[src/rtl/wormhole_output_arbiter.sv]
// -----------------------------------------------------------------------------
// wormhole_output_arbiter
//
// Purpose:
//   Switch arbiter for one router output port. AGENTS_NUM input ports compete
//   for one output link. Arbitration is round-robin, with wormhole locking:
//   once a head flit wins, only that input is granted until its tail flit
//   passes. A downstream credit counter makes sure no flit is granted unless
//   the downstream buffer has a free slot.
//
// Ports:
//   clk          rising-edge clock
//   rst          synchronous reset, active low (rst==0 resets)
//   requests_i   bit i: input i offers a flit for this output
//   tail_i       bit i: flit offered by input i is a tail (head+tail = 1-flit)
//   credit_i     downstream freed one buffer slot this cycle
//   grants_o     one-hot or zero; bit i: the flit from input i moves this cycle
//   locked_o     port is held by a multi-flit packet (FSM is in LOCKED)
//   owner_o      index of the holding input; keeps its last value in IDLE
//   credits_o    current downstream credit count
//   overflow_o   sticky: credit_i arrived while credits were already full
//
// Handshake: requests_i[i] acts as "valid" for input i and grants_o[i] as
// its "ready". A flit transfers exactly in the cycle where both are high.
// The grant is combinational from the request, so an input may hold its
// request high across cycles and will move one flit per granted cycle.
// -----------------------------------------------------------------------------
module wormhole_output_arbiter #(
  parameter int AGENTS_NUM  = 5,
  parameter int BUFFER_SIZE = 4
) (
  input  logic                             clk,
  input  logic                             rst,
  input  logic [AGENTS_NUM-1:0]            requests_i,
  input  logic [AGENTS_NUM-1:0]            tail_i,
  input  logic                             credit_i,
  output logic [AGENTS_NUM-1:0]            grants_o,
  output logic                             locked_o,
  output logic [$clog2(AGENTS_NUM)-1:0]    owner_o,
  output logic [$clog2(BUFFER_SIZE+1)-1:0] credits_o,
  output logic                             overflow_o
);

  localparam int IW = $clog2(AGENTS_NUM);
  localparam int CW = $clog2(BUFFER_SIZE + 1);

  localparam logic [0:0] ST_IDLE   = 1'b0;
  localparam logic [0:0] ST_LOCKED = 1'b1;

  localparam logic [IW-1:0] LAST_IDX = IW'(AGENTS_NUM - 1);
  localparam logic [IW:0]   NUM_W    = (IW+1)'(AGENTS_NUM);
  localparam logic [CW-1:0] FULL     = CW'(BUFFER_SIZE);

  logic [0:0]            state;
  logic [IW-1:0]         pointer;
  logic [IW-1:0]         owner;
  logic [CW-1:0]         credits;
  logic                  overflow;

  logic                  found;
  logic [IW-1:0]         winner;
  logic [IW:0]           cand;
  logic                  can_send;
  logic [AGENTS_NUM-1:0] grants;
  logic                  xfer_tail;
  logic                  transfer;

  function automatic logic [IW-1:0] next_idx(input logic [IW-1:0] idx);
    return (idx == LAST_IDX) ? '0 : idx + 1'b1;
  endfunction

  // Round-robin scan starting at pointer. cand is one bit wider than an
  // index so pointer+k can be folded back into range with one subtraction.
  always_comb begin
    found  = 1'b0;
    winner = '0;
    cand   = '0;
    for (int k = 0; k < AGENTS_NUM; k++) begin
      cand = {1'b0, pointer} + (IW+1)'(k);
      if (cand >= NUM_W) cand = cand - NUM_W;
      if (!found && requests_i[cand[IW-1:0]]) begin
        found  = 1'b1;
        winner = cand[IW-1:0];
      end
    end
  end

  // Grant selection. Reset and an empty credit count both block every grant;
  // blocked requesters simply wait, nothing else changes.
  always_comb begin
    can_send  = rst && (credits != '0);
    grants    = '0;
    xfer_tail = 1'b0;
    if (can_send) begin
      if (state == ST_IDLE) begin
        if (found) begin
          grants[winner] = 1'b1;
          xfer_tail      = tail_i[winner];
        end
      end else if (requests_i[owner]) begin
        grants[owner] = 1'b1;
        xfer_tail     = tail_i[owner];
      end
    end
    transfer = |grants;
  end

  always_ff @(posedge clk) begin
    if (!rst) begin
      state    <= ST_IDLE;
      pointer  <= '0;
      owner    <= '0;
      credits  <= FULL;
      overflow <= 1'b0;
    end else begin
      if (transfer) begin
        if (state == ST_IDLE) begin
          if (xfer_tail) begin
            // single-flit packet: port never locks, move fairness on
            pointer <= next_idx(winner);
          end else begin
            state <= ST_LOCKED;
            owner <= winner;
          end
        end else if (xfer_tail) begin
          state   <= ST_IDLE;
          pointer <= next_idx(owner);
        end
      end

      // A transfer and a returned credit in the same cycle cancel out.
      if (transfer && !credit_i) begin
        credits <= credits - 1'b1;
      end else if (credit_i && !transfer) begin
        if (credits == FULL) overflow <= 1'b1;
        else                 credits  <= credits + 1'b1;
      end
    end
  end

  assign grants_o   = grants;
  assign locked_o   = (state == ST_LOCKED);
  assign owner_o    = owner;
  assign credits_o  = credits;
  assign overflow_o = overflow;

endmodule

[config.mk]
export PLATFORM = sky130hd
export DESIGN_NAME = wormhole_output_arbiter
export DESIGN_NICKNAME = d
export VERILOG_FILES = /design/src/rtl/wormhole_output_arbiter.sv
export SDC_FILE = /design/constraint.sdc
export NUM_CORES = 1
export LEC_CHECK = 0
export ABC_AREA = 1
export CELL_PAD_IN_SITES_DETAIL_PLACEMENT = 1
export CELL_PAD_IN_SITES_GLOBAL_PLACEMENT = 1
export CORE_ASPECT_RATIO = 2
export CORE_UTILIZATION = 35
export DETAILED_ROUTE_END_ITERATION = 10
export PLACE_DENSITY_LB_ADDON = 0.25
export RECOVER_POWER = 100
export SETUP_SLACK_MARGIN = 0.5
export SLEW_MARGIN = 40
export SYNTH_ARGS = -nofsm -noshare
export SYNTH_HDL_FRONTEND = slang
export SYNTH_SLANG_ARGS = --single-unit
[constraint.sdc]
create_clock -name clk -period 3.8 [get_ports clk]
set_input_delay 0.76 -clock clk [delete_from_list [all_inputs] [get_ports clk]]
set_output_delay 0.76 -clock clk [all_outputs]
set_load 0.01 [all_outputs]
==> results.py, run 1 <==
metrics = {
    "clocking": {
        "cts_buffers": 3,
        "cts_root_buf": "clkbuf_8",
        "cts.sinks": 11,
        "clkTransAtPathRegs_ns": 0.06,
        "htreeDepth": 1,
        "cts_buffer_depth": 2,
        "clock_latency_ns": 0.25,
        "cts_tree": "done",
    },
    "route": {
        "wirelength_um": 9660,
        "ant_nets": 0,
        "dr.pass1.iters": 4,
        "first_iter_violations": 83,
        "wl_per_cell_um": 20.6,
        "routed-via-count": 2662,
        "drc": 0,
        "avgViaCountPerCell": 5.69,
    },
    "layout": {
        "num_antenna_cells": 0,
        "drive_above_1_share": 0.485,
        "fill_cells": 649,
        "nNetsFinal": 438,
        "final_cells": 468,
        "syn2layout_area_growth_pct": 65.7,
    },
    "timing": {
        "fin_tns_setup_ns": -0.500,
        "finalClockSkew_ns": 0.00315,
        "finalHoldViolations": 0,
        "worst_slew_pin_slew_ns": 0.566,
        "max_freq_ghz": 0.248,
        "period_minus_slack_ns": 4.02,
        "finalMaxSlewViolations": 0,
        "rsz0062_at_grt": "yes",
        "finalCritPeriodShare": 1.06,
        "slew_headroom": 0.622,
        "worst_slack_ns": -0.225,
        "finalSetupViolCount": 5,
    },
    "run_status": {
        "status": "finished, violations left",
        "violations": "negative setup slack",
    },
    "synthesis": {
        "ys.flop_type": "dfxtp_1",
        "synth_top_area_cell": "nand2_1",
        "synth_area_per_cell_um2": 6.17,
        "synth_edf_count": 0,
        "async_flop_share": 0,
        "syn_inst": 312,
        "ys_top_cells_by_count": "nand2_1, inv_1, nand3_1",
        "ys_ff_latch": 11,
        "synth.distinct_cells": 37,
        "synth_area_leaders": "nand2_1, dfxtp_1, inv_1",
        "yosysMostFrequentCell": "nand2_1",
        "synth_fp_nets": 339,
        "synth_top_cell_area_share": 0.154,
        "synth_seq_area_share": 0.114,
        "yosys_warnings": 0,
        "syn-cell-area_mm2": 0.00192,
    },
    "worst_setup_path": {
        "crit_fanout": 6,
        "critPathRequiredTime_ns": 3.93,
        "reg2reg_from": "pointer[0]$_SDFFE_PN0P_",
        "critPathArrivalTime_ns": 4.16,
        "max_stage_delay_ns": 0.37,
        "worstReg2RegEnd": "credits_o[2]$_SDFFE_PN1P_",
        "setup.worst_path.start": "pointer[0]$_SDFFE_PN0P_",
        "slowest_stage": "dfxtp_4",
        "critPathKind": "flop to flop",
        "start_kind": "flop",
        "rrSetupSlack_ns": -0.22,
        "reg2reg_depth": 30,
        "end_kind": "flop",
    },
    "floorplan": {
        "die-area_mm2": 0.00582,
        "coreArea_mm2": 0.00523,
        "io_pins": 26,
        "rows": 37,
        "die_y_um": 107,
        "dieWidth_um": 54.4,
        "initial_core_util": 0.368,
    },
    "placed_design": {
        "io_buffers": 25,
        "gp_congestion": 0.918,
        "hpwlAfterDp_um": 5670,
        "dp_cells": 433,
    },
    "global_routing": {
        "overflow": 0,
        "grt_pass1_vias": 2706,
        "track_usage": 0.292,
        "grt_max_degree": 13,
        "grt_pass1_wl_um": 12400,
        "antenna_found_initial": 0,
    },
    "hold_path": {
        "hold_depth": 2,
        "hold-path-endpoint": "overflow_o$_SDFFE_PN0P_",
        "hp-class": "flop to flop",
        "hold_path_startpoint": "overflow_o$_SDFFE_PN0P_",
    },
    "run": {
        "drv_cap": 0,
    },
}
==> per-stage QoR <==
stage	hold WS [ns]	area (um2)	utilization	worst slack (ns)
detailed placement	0.464	2610	0.500	-0.273
global route	0.479	3190	0.609	-0.352
global placement	0.449	2610	0.500	-0.162
floorplan	0.472	2000	-	0.0842
CTS	0.478	3010	0.575	-0.0187
finish	0.455	3190	0.609	-0.225
==> logic make-up after synthesis <==
group / Yosys count / synth area share
buf+inv: 63 / 0.132
fa+ha+maj: 14 / 0.0988
compound gates: 46 / 0.154
xor+xnor: 5 / 0.0345
simple gates: 173 / 0.466
flops: 11 / 0.114
==> repair_timing <==
action / CTS / global route
pin swaps: 25 / 25
buffers inserted: 22 / 9
hold buffers: 0 / 0
gates resized for setup: 72 / 35
endpoints found under the setup margin: 9 / 16
cloned: 0 / 0
==> worst max path at each step <==
stage	end	slack [ns]
finish	credits_o[2]$_SDFFE_PN1P_	-0.22
global placement	grants_o[0]	-0.16
detailed placement	grants_o[0]	-0.27
floorplan	credits_o[2]$_SDFFE_PN1P_	0.08
global route	credits_o[2]$_SDFFE_PN1P_	-0.35
CTS	credits_o[2]$_SDFFE_PN1P_	-0.02
==> cells in the final DEF (no fill, tap or decap), types with 4 or more instances in the layout <==
cell / netlist / layout
nand2_1: 79 / 60
buf_4: 0 / 57
inv_1: 51 / 38
nand2_2: 12 / 26
nand3_1: 32 / 19
nand3_2: 7 / 18
inv_2: 7 / 17
clkdlybuf4s50_1: 0 / 17
buf_6: 2 / 17
a21oi_1: 16 / 14
nor2_1: 15 / 12
nand4_1: 11 / 11
nand2_4: 4 / 9
dfxtp_1: 11 / 8
o21ai_1: 4 / 7
nor2_4: 2 / 6
ha_1: 12 / 6
o22ai_1: 6 / 5
o21ai_0: 9 / 4
nor2_2: 5 / 4
==> critical path: cells and delay by family (launching register included) <==
family / cells / cell delay, ns
fa+ha+maj: 4 / 0.97
simple gates: 15 / 1.47
xor+xnor: 1 / 0.17
flops: 1 / 0.37
compound gates: 3 / 0.38
buf+inv: 7 / 0.51
==> routing by layer <==
layer / vias to the layer above / GRT usage / part of all wire / wire length (um)
met5: - / 0 / 0 / 0
met4: 0 / 0.132 / 0.051 / 495
met3: 39 / 0.0255 / 0.026 / 251
met2: 90 / 0.586 / 0.58 / 5560
met1: 1324 / 0.260 / 0.35 / 3350
li1: 1209 / - / - / -
==> cell type report <==
type,count,area [um2],share of cell area
inverter,59,236,0.0742
clock buffer,3,41.3,0.0130
multi-input combinational,238,1750,0.549
clock inverter,1,5.00,0.00157
timing repair buffer,98,855,0.268
tap,58,72.6,0.0228
sequential,11,229,0.0718
==> registers in the layout, summed over array words and instances (netlist names) <==
register,flops
owner_o,3
locked_o,1
pointer,3
overflow_o,1
credits_o,3
Power of run 1 is not shown: default switching activity piles up to over one toggle a cycle in this logic, so the estimate is an artifact.
==> run 2, diff against run 1 <==
--- a/config.mk
+++ b/config.mk
@@ -9,12 +9,11 @@
 export CELL_PAD_IN_SITES_DETAIL_PLACEMENT = 1
 export CELL_PAD_IN_SITES_GLOBAL_PLACEMENT = 1
 export CORE_ASPECT_RATIO = 2
-export CORE_UTILIZATION = 35
+export CORE_UTILIZATION = 39
 export DETAILED_ROUTE_END_ITERATION = 10
 export PLACE_DENSITY_LB_ADDON = 0.25
 export RECOVER_POWER = 100
 export SETUP_SLACK_MARGIN = 0.5
-export SLEW_MARGIN = 40
 export SYNTH_ARGS = -nofsm -noshare
 export SYNTH_HDL_FRONTEND = slang
 export SYNTH_SLANG_ARGS = --single-unit
==> constraint.sdc (replaced) <==
create_clock -name clk -period 3.9 [get_ports clk]
set_input_delay 0.78 -clock clk [delete_from_list [all_inputs] [get_ports clk]]
set_output_delay 0.78 -clock clk [all_outputs]
set_load 0.01 [all_outputs]
==> run 2 against run 1 <==
Compared with the run above:
- fmax decreased by 6.9%
- non-clock buffer count down 5
- the flow still finishes with violations (negative setup slack)
- design area is 3.3% lower
- sequential share of layout area is 0.25 points higher
- clock skew up 0.0056 ns
- wire length grew 19%
- via count rose by 8.9%
- critical endpoint unchanged
- worst hold slack gained 0.086 ns
- flip-flop and latch count is the same
- critical path depth rose by 1
- core utilization is 4.8 points higher
==> results.py, run 2 (synthesis gave the netlist of run 1 again) <==
metrics = {
    "floorplan": {
        "dieWidth_um": 51.7,
        "io_pins": 26,
        "die-area_mm2": 0.00524,
        "die_y_um": 101,
        "coreArea_mm2": 0.00469,
        "initial_core_util": 0.411,
        "rows": 35,
    },
    "layout": {
        "multiInputGateArea_mm2": 0.00172,
        "fin_util": 0.658,
        "syn2layout_area_growth_pct": 60.1,
        "final-seq-area_um2": 229,
        "fill_cells": 585,
        "nNetsFinal": 434,
        "num_antenna_cells": 0,
        "layout_common_cells": "nand2_1, buf_4, inv_1, nand3_1, nand2_2",
        "final_cell_area_mm2": 0.00308,
        "drive_above_1_share": 0.456,
        "final_common_cell": "nand2_1",
    },
    "timing": {
        "finalClockSkew_ns": 0.00880,
        "worst_slack_ns": -0.423,
        "rsz0062_at_grt": "yes",
        "finalHoldViolations": 0,
        "finalSetupViolCount": 8,
        "finalMaxSlewViolations": 0,
        "slew_headroom": 0.626,
        "period_minus_slack_ns": 4.32,
        "finalCritPeriodShare": 1.11,
        "max_freq_ghz": 0.231,
        "worst_slew_pin_slew_ns": 0.561,
    },
    "placed_design": {
        "place_area_mm2": 0.00259,
        "gp_congestion": 1.01,
        "io_buffers": 25,
        "hpwlAfterDp_um": 5620,
    },
    "hold_path": {
        "hp-class": "flop to flop",
        "hold_depth": 2,
    },
    "worst_setup_path": {
        "slowest_stage": "dfxtp_4",
        "max_stage_delay_ns": 0.37,
        "endpoint": "credits_o[2]$_SDFFE_PN1P_",
        "critPathKind": "flop to flop",
        "end_kind": "flop",
        "start_kind": "flop",
        "critPathRequiredTime_ns": 4.04,
        "cp.depth": 31,
        "reg2reg_from": "pointer[0]$_SDFFE_PN0P_",
        "rrSetupSlack_ns": -0.42,
        "setup.worst_path.start": "pointer[0]$_SDFFE_PN0P_",
        "path_buf_inv": 6,
        "crit_fanout": 5,
        "critPathArrivalTime_ns": 4.46,
        "reg2reg_depth": 31,
        "worstReg2RegEnd": "credits_o[2]$_SDFFE_PN1P_",
        "path_delay_family": "simple AND/OR/NAND/NOR gates",
    },
    "route": {
        "routed-via-count": 2900,
        "drc": 0,
        "first_iter_violations": 174,
        "wl_per_cell_um": 24.9,
        "dr.pass1.iters": 5,
        "wirelength_um": 11500,
        "ant_nets": 0,
        "avgViaCountPerCell": 6.29,
    },
    "global_routing": {
        "grt_pass1_vias": 2842,
        "grt_pass1_wl_um": 14000,
        "grt_max_degree": 13,
        "overflow": 0,
        "antenna_found_initial": 0,
        "track_usage": 0.367,
    },
    "clocking": {
        "clkTransAtPathRegs_ns": 0.07,
        "cts_buffer_depth": 2,
        "cts.sinks": 11,
        "cts_buffers": 3,
        "cts_tree": "done",
        "cts_root_buf": "clkbuf_8",
        "htreeDepth": 1,
        "clock_latency_ns": 0.25,
    },
    "run_status": {
        "violations": "negative setup slack",
        "status": "finished, violations left",
    },
    "run": {
        "drv_cap": 0,
    },
}
[run 2: what timing repair did]
action,in CTS,in global routing
pin swaps,14,20
cloned,0,1
hold buffers,0,0
setup endpoints to repair,10,16
buffers inserted,17,10
gates resized for setup,56,38
[run 2: worst reg2reg max path: cells and delay by family, from the launching register on]
kind                     cells  cell delay (ns)
adder cells (fa/ha/maj)      4             0.98
XOR/XNOR                     1             0.17
buffers and inverters        6             0.39
AO/OA/AOI/OAI                2             0.29
flip-flops                   1             0.37
AND/OR/NAND/NOR             18             2.02
[run 2: through the flow]
stage               TNS [ns]  setup slack (ns)  hold WS [ns]  std cells
detailed placement    -0.956            -0.267         0.479        429
global placement      -0.300            -0.126         0.447        429
finish                 -1.09            -0.423         0.542        461
global route           -1.73            -0.532         0.536        461
floorplan                  0             0.184         0.472        312
CTS                        0            0.0694         0.487        450
[run 2: layout make-up]
cell class,instances,area share
Timing Repair Buffer,93,0.255
Tap cell,55,0.0223
Clock buffer,3,0.0134
Clock inverter,1,0.00162
Sequential cell,11,0.0743
Inverter,59,0.0767
Multi-Input combinational cell,239,0.557
[run 2: how the worst min path moves through the flow]
stage,slack (ns),startpoint,endpoint
finish,0.54,overflow_o$_SDFFE_PN0P_,overflow_o$_SDFFE_PN0P_
global route,0.54,overflow_o$_SDFFE_PN0P_,overflow_o$_SDFFE_PN0P_
CTS,0.49,overflow_o$_SDFFE_PN0P_,overflow_o$_SDFFE_PN0P_
detailed placement,0.48,overflow_o$_SDFFE_PN0P_,overflow_o$_SDFFE_PN0P_
global placement,0.45,overflow_o$_SDFFE_PN0P_,overflow_o$_SDFFE_PN0P_
floorplan,0.47,overflow_o$_SDFFE_PN0P_,overflow_o$_SDFFE_PN0P_
[run 2: routing by layer]
layer | part of all wire | vias to the layer above | track usage
met5 | 0 | - | 0
met4 | 0.11 | 0 | 0.252
met3 | 0.068 | 114 | 0.0556
met2 | 0.51 | 222 | 0.731
met1 | 0.32 | 1361 | 0.306
li1 | - | 1203 | -
Power of run 2 is left out for the same reason.
==> run 3, diff against run 2 <==
--- a/config.mk
+++ b/config.mk
@@ -11,7 +11,7 @@
 export CORE_ASPECT_RATIO = 2
 export CORE_UTILIZATION = 39
 export DETAILED_ROUTE_END_ITERATION = 10
-export PLACE_DENSITY_LB_ADDON = 0.25
+export PLACE_DENSITY_LB_ADDON = 0.1
 export RECOVER_POWER = 100
 export SETUP_SLACK_MARGIN = 0.5
 export SYNTH_ARGS = -nofsm -noshare
==> run 3 against run 2 <==
Compared with the run above:
- the flow now stops in 5_1_grt
- synthesized cell count unchanged
- synthesized area unchanged
==> results.py, run 3 <==
metrics = {
    "run_status": {
        "status": "did not finish",
        "stop_stage": "5_1_grt",
        "error": "[ERROR DPL-0033] detailed placement checks failed during check placement.",
    },
    "clocking": {
        "cts_buffers": 3,
        "cts_root_buf": "clkbuf_8",
        "htreeDepth": 1,
        "cts.sinks": 11,
        "cts_buffer_depth": 2,
        "postCtsHoldBufs": 0,
    },
    "synthesis": {
        "synth_seq_area_share": 0.114,
        "synth.distinct_cells": 37,
        "synth.area.mux_share": 0,
        "ys.flop_type": "dfxtp_1",
        "async_flop_share": 0,
        "syn_inst": 312,
        "synth_adder_area_share": 0.0988,
        "synth_area_leaders": "nand2_1, dfxtp_1, inv_1",
        "yosysMostFrequentCell": "nand2_1",
        "ys_ff_latch": 11,
        "yosys_warnings": 0,
        "syn-cell-area_mm2": 0.00192,
        "synth_edf_count": 0,
        "synth_area_per_cell_um2": 6.17,
        "synth_top_family_by_area": "simple AND/OR/NAND/NOR gates",
        "synth_top_area_cell": "nand2_1",
        "synth_top_cell_area_share": 0.154,
        "ys_top_cells_by_count": "nand2_1, inv_1, nand3_1",
        "synth-simple-area-share": 0.466,
        "synth_fp_nets": 339,
        "synth_xor_area_frac": 0.0345,
        "synth_compound_area_frac": 0.154,
    },
    "placed_design": {
        "hpwlAfterDp_um": 5580,
        "pre_cts_slack_ns": -0.130,
        "io_buffers": 25,
        "gp_congestion": 0.959,
    },
    "global_routing": {
        "grt_max_degree": 13,
        "antenna_found_initial": 0,
    },
    "timing": {
        "worst_endpoint": "credits_o[2]$_SDFFE_PN1P_/D",
        "worst-ep-kind": "register data pin",
    },
    "floorplan": {
        "dieWidth_um": 51.7,
        "rows": 35,
        "die_y_um": 101,
        "io_pins": 26,
        "initial_core_util": 0.411,
    },
}
[run 3: cell counts after synthesis]
Identical to the previous run, type by type.
[run 3: cells by family after synthesis]
kind of cell,after synthesis
flip-flops,11
AND/OR/NAND/NOR,173
XOR/XNOR,5
buffers and inverters,63
AO/OA/AOI/OAI,46
adder cells (fa/ha/maj),14
[run 3: timing repair]
item	CTS
pin swaps	15
resized for setup	64
endpoints found under the hold margin	0
setup endpoints to repair	9
setup buffers	18
[run 3: per-stage QoR]
| stage | instances | instance area, um2 | TNS (ns) |
|---|---|---|---|
| CTS | 453 | 2950 | 0 |
| detailed placement | 431 | 2600 | -0.551 |
| global placement | 431 | 2600 | -0.367 |
| floorplan | 312 | 1990 | 0 |
==> run 4, diff against run 3 <==
==> config.mk (replaced) <==
export PLATFORM = sky130hd
export DESIGN_NAME = wormhole_output_arbiter
export DESIGN_NICKNAME = d
export VERILOG_FILES = /design/src/rtl/wormhole_output_arbiter.sv
export SDC_FILE = /design/constraint.sdc
export NUM_CORES = 1
export LEC_CHECK = 0
export ABC_AREA = 1
export CORE_UTILIZATION = 40
export DETAILED_ROUTE_END_ITERATION = 10
export PLACE_DENSITY_LB_ADDON = 0.15
export RECOVER_POWER = 100
export SYNTH_ARGS = -nofsm -noshare
export SYNTH_HDL_FRONTEND = slang
export SYNTH_SLANG_ARGS = --single-unit
==> run 4 against run 3 <==
Compared with the run above:
- the flow now finishes, with violations (design-rule violations)
==> results.py, run 4 (synthesis gave the netlist of run 1 again) <==
metrics = {
    "route": {
        "ant_nets": 0,
        "wl_per_cell_um": 12.5,
        "first_iter_violations": 134,
        "avgViaCountPerCell": 5.06,
        "routed-via-count": 2171,
        "wirelength_um": 5360,
        "dr.pass1.iters": 7,
        "drc": 3,
    },
    "floorplan": {
        "dieWidth_um": 71.4,
        "die_y_um": 71.4,
        "coreArea_mm2": 0.00447,
        "die-area_mm2": 0.00509,
        "io_pins": 26,
        "initial_core_util": 0.430,
        "rows": 24,
    },
    "worst_setup_path": {
        "start_kind": "primary input",
        "crit_fanout": 5,
        "critPathRequiredTime_ns": 4.02,
        "rrSetupSlack_ns": 0.08,
        "endpoint": "credits_o[2]$_SDFFE_PN1P_",
        "worstReg2RegEnd": "credits_o[2]$_SDFFE_PN1P_",
        "critPathKind": "primary input to flop",
        "reg2reg_from": "pointer[0]$_SDFFE_PN0P_",
        "critPathArrivalTime_ns": 3.96,
        "setup.worst_path.start": "requests_i[2]",
        "reg2reg_depth": 30,
        "end_kind": "flop",
    },
    "timing": {
        "finalMaxSlewViolations": 0,
        "hold_ws_ns": 0.446,
        "period_minus_slack_ns": 3.83,
        "slew_headroom": 0.687,
        "rsz0062_at_grt": "yes",
        "finalHoldViolations": 0,
        "max_freq_ghz": 0.261,
        "finalCritPeriodShare": 0.983,
        "finalClockSkew_ns": 0.00180,
        "worst_slew_pin_slew_ns": 0.469,
        "worst_slack_ns": 0.0682,
        "finalSetupViolCount": 0,
    },
    "layout": {
        "nNetsFinal": 405,
        "final_common_cell": "nand2_1",
        "final_cell_area_mm2": 0.00277,
        "syn2layout_area_growth_pct": 43.8,
        "drive_above_1_share": 0.361,
        "final_cells": 429,
        "fill_cells": 427,
        "layout_common_cells": "nand2_1, inv_1, buf_4, nand3_1, nand2_2",
        "num_antenna_cells": 0,
        "multiInputGateArea_mm2": 0.00165,
        "final-seq-area_um2": 228,
    },
    "run": {
        "drv_cap": 0,
    },
    "clocking": {
        "clkTransAtPathRegs_ns": 0.05,
        "clock_latency_ns": 0.24,
        "postCtsHoldBufs": 0,
        "cts_tree": "done",
        "cts_buffer_depth": 2,
        "cts_root_buf": "clkbuf_8",
        "htreeDepth": 1,
        "cts.sinks": 11,
        "cts_buffers": 3,
    },
    "placed_design": {
        "hpwlAfterDp_um": 4120,
        "io_buffers": 25,
        "place_area_mm2": 0.00250,
        "gp_congestion": 0.919,
        "dp_cells": 419,
        "pre_cts_slack_ns": -0.124,
    },
    "global_routing": {
        "grt_pass1_wl_um": 8520,
        "overflow": 0,
        "grt_pass1_vias": 1957,
        "track_usage": 0.205,
        "antenna_found_initial": 0,
        "grt_max_degree": 13,
    },
    "run_status": {
        "status": "finished, violations left",
        "violations": "design-rule violations",
    },
    "hold_path": {
        "hp-class": "flop to flop",
    },
}
## run 4: critical path: stages
cell and delay (ns):
clkdlybuf4s50_1 0.43, inv_1 0.17, nand3_1 0.09, nand3_1 0.10
nand3_2 0.11, nand2_4 0.13, nand4_4 0.14, nor2_4 0.16
buf_4 0.13, nand3b_2 0.10, nand2_4 0.11, nand2_1 0.05
nand2_1 0.07, nand3_2 0.08, nand2_2 0.08, nor2_4 0.05
nand2_4 0.08, ha_4 0.15, inv_4 0.03, fa_2 0.37
xor2_2 0.19, o21ai_1 0.11, inv_1 0.05, nor2_1 0.09
o31ai_1 0.07
## run 4: per-layer routing
metal / track usage / vias to the layer above / wire, um
met2: 0.337 / 57 / 2470
met5: 0 / - / 0
met3: 0.0169 / 6 / 213
met4: 0.0511 / 0 / 51
li1: - / 1140 / -
met1: 0.290 / 968 / 2630
## run 4: final cells by class
type,instances,share of cell area
multi-input combinational,239,0.597
timing repair buffer,64,0.196
inverter,59,0.0846
sequential,11,0.0823
tap,52,0.0235
clock buffer,4,0.0163
## run 4: what timing repair did
item	in CTS	in global routing
gates resized for setup	14	50
endpoints found under the setup margin	6	8
pin swaps	4	30
buffers inserted	1	4
cloned	0	1
## run 4: through the flow
stage | TNS [ns] | util
6_report | 0 | 0.618
5_1_grt | -0.431 | 0.618
4_1_cts | 0 | 0.577
3_5_place_dp | -0.553 | 0.559
3_3_place_gp | -0.450 | 0.559
2_1_floorplan | 0 | -
## run 4: how the worst min path moves through the flow
stage / to / cells past startpoint / from / slack, ns
2_1_floorplan: overflow_o$_SDFFE_PN0P_ / 2 / overflow_o$_SDFFE_PN0P_ / 0.47
3_3_place_gp: overflow_o$_SDFFE_PN0P_ / 2 / overflow_o$_SDFFE_PN0P_ / 0.44
3_5_place_dp: overflow_o$_SDFFE_PN0P_ / 2 / overflow_o$_SDFFE_PN0P_ / 0.45
4_1_cts: overflow_o$_SDFFE_PN0P_ / 2 / overflow_o$_SDFFE_PN0P_ / 0.45
5_1_grt: overflow_o$_SDFFE_PN0P_ / 2 / overflow_o$_SDFFE_PN0P_ / 0.48
6_report: overflow_o$_SDFFE_PN0P_ / 2 / overflow_o$_SDFFE_PN0P_ / 0.45
Power of run 4 is left out for the same reason.
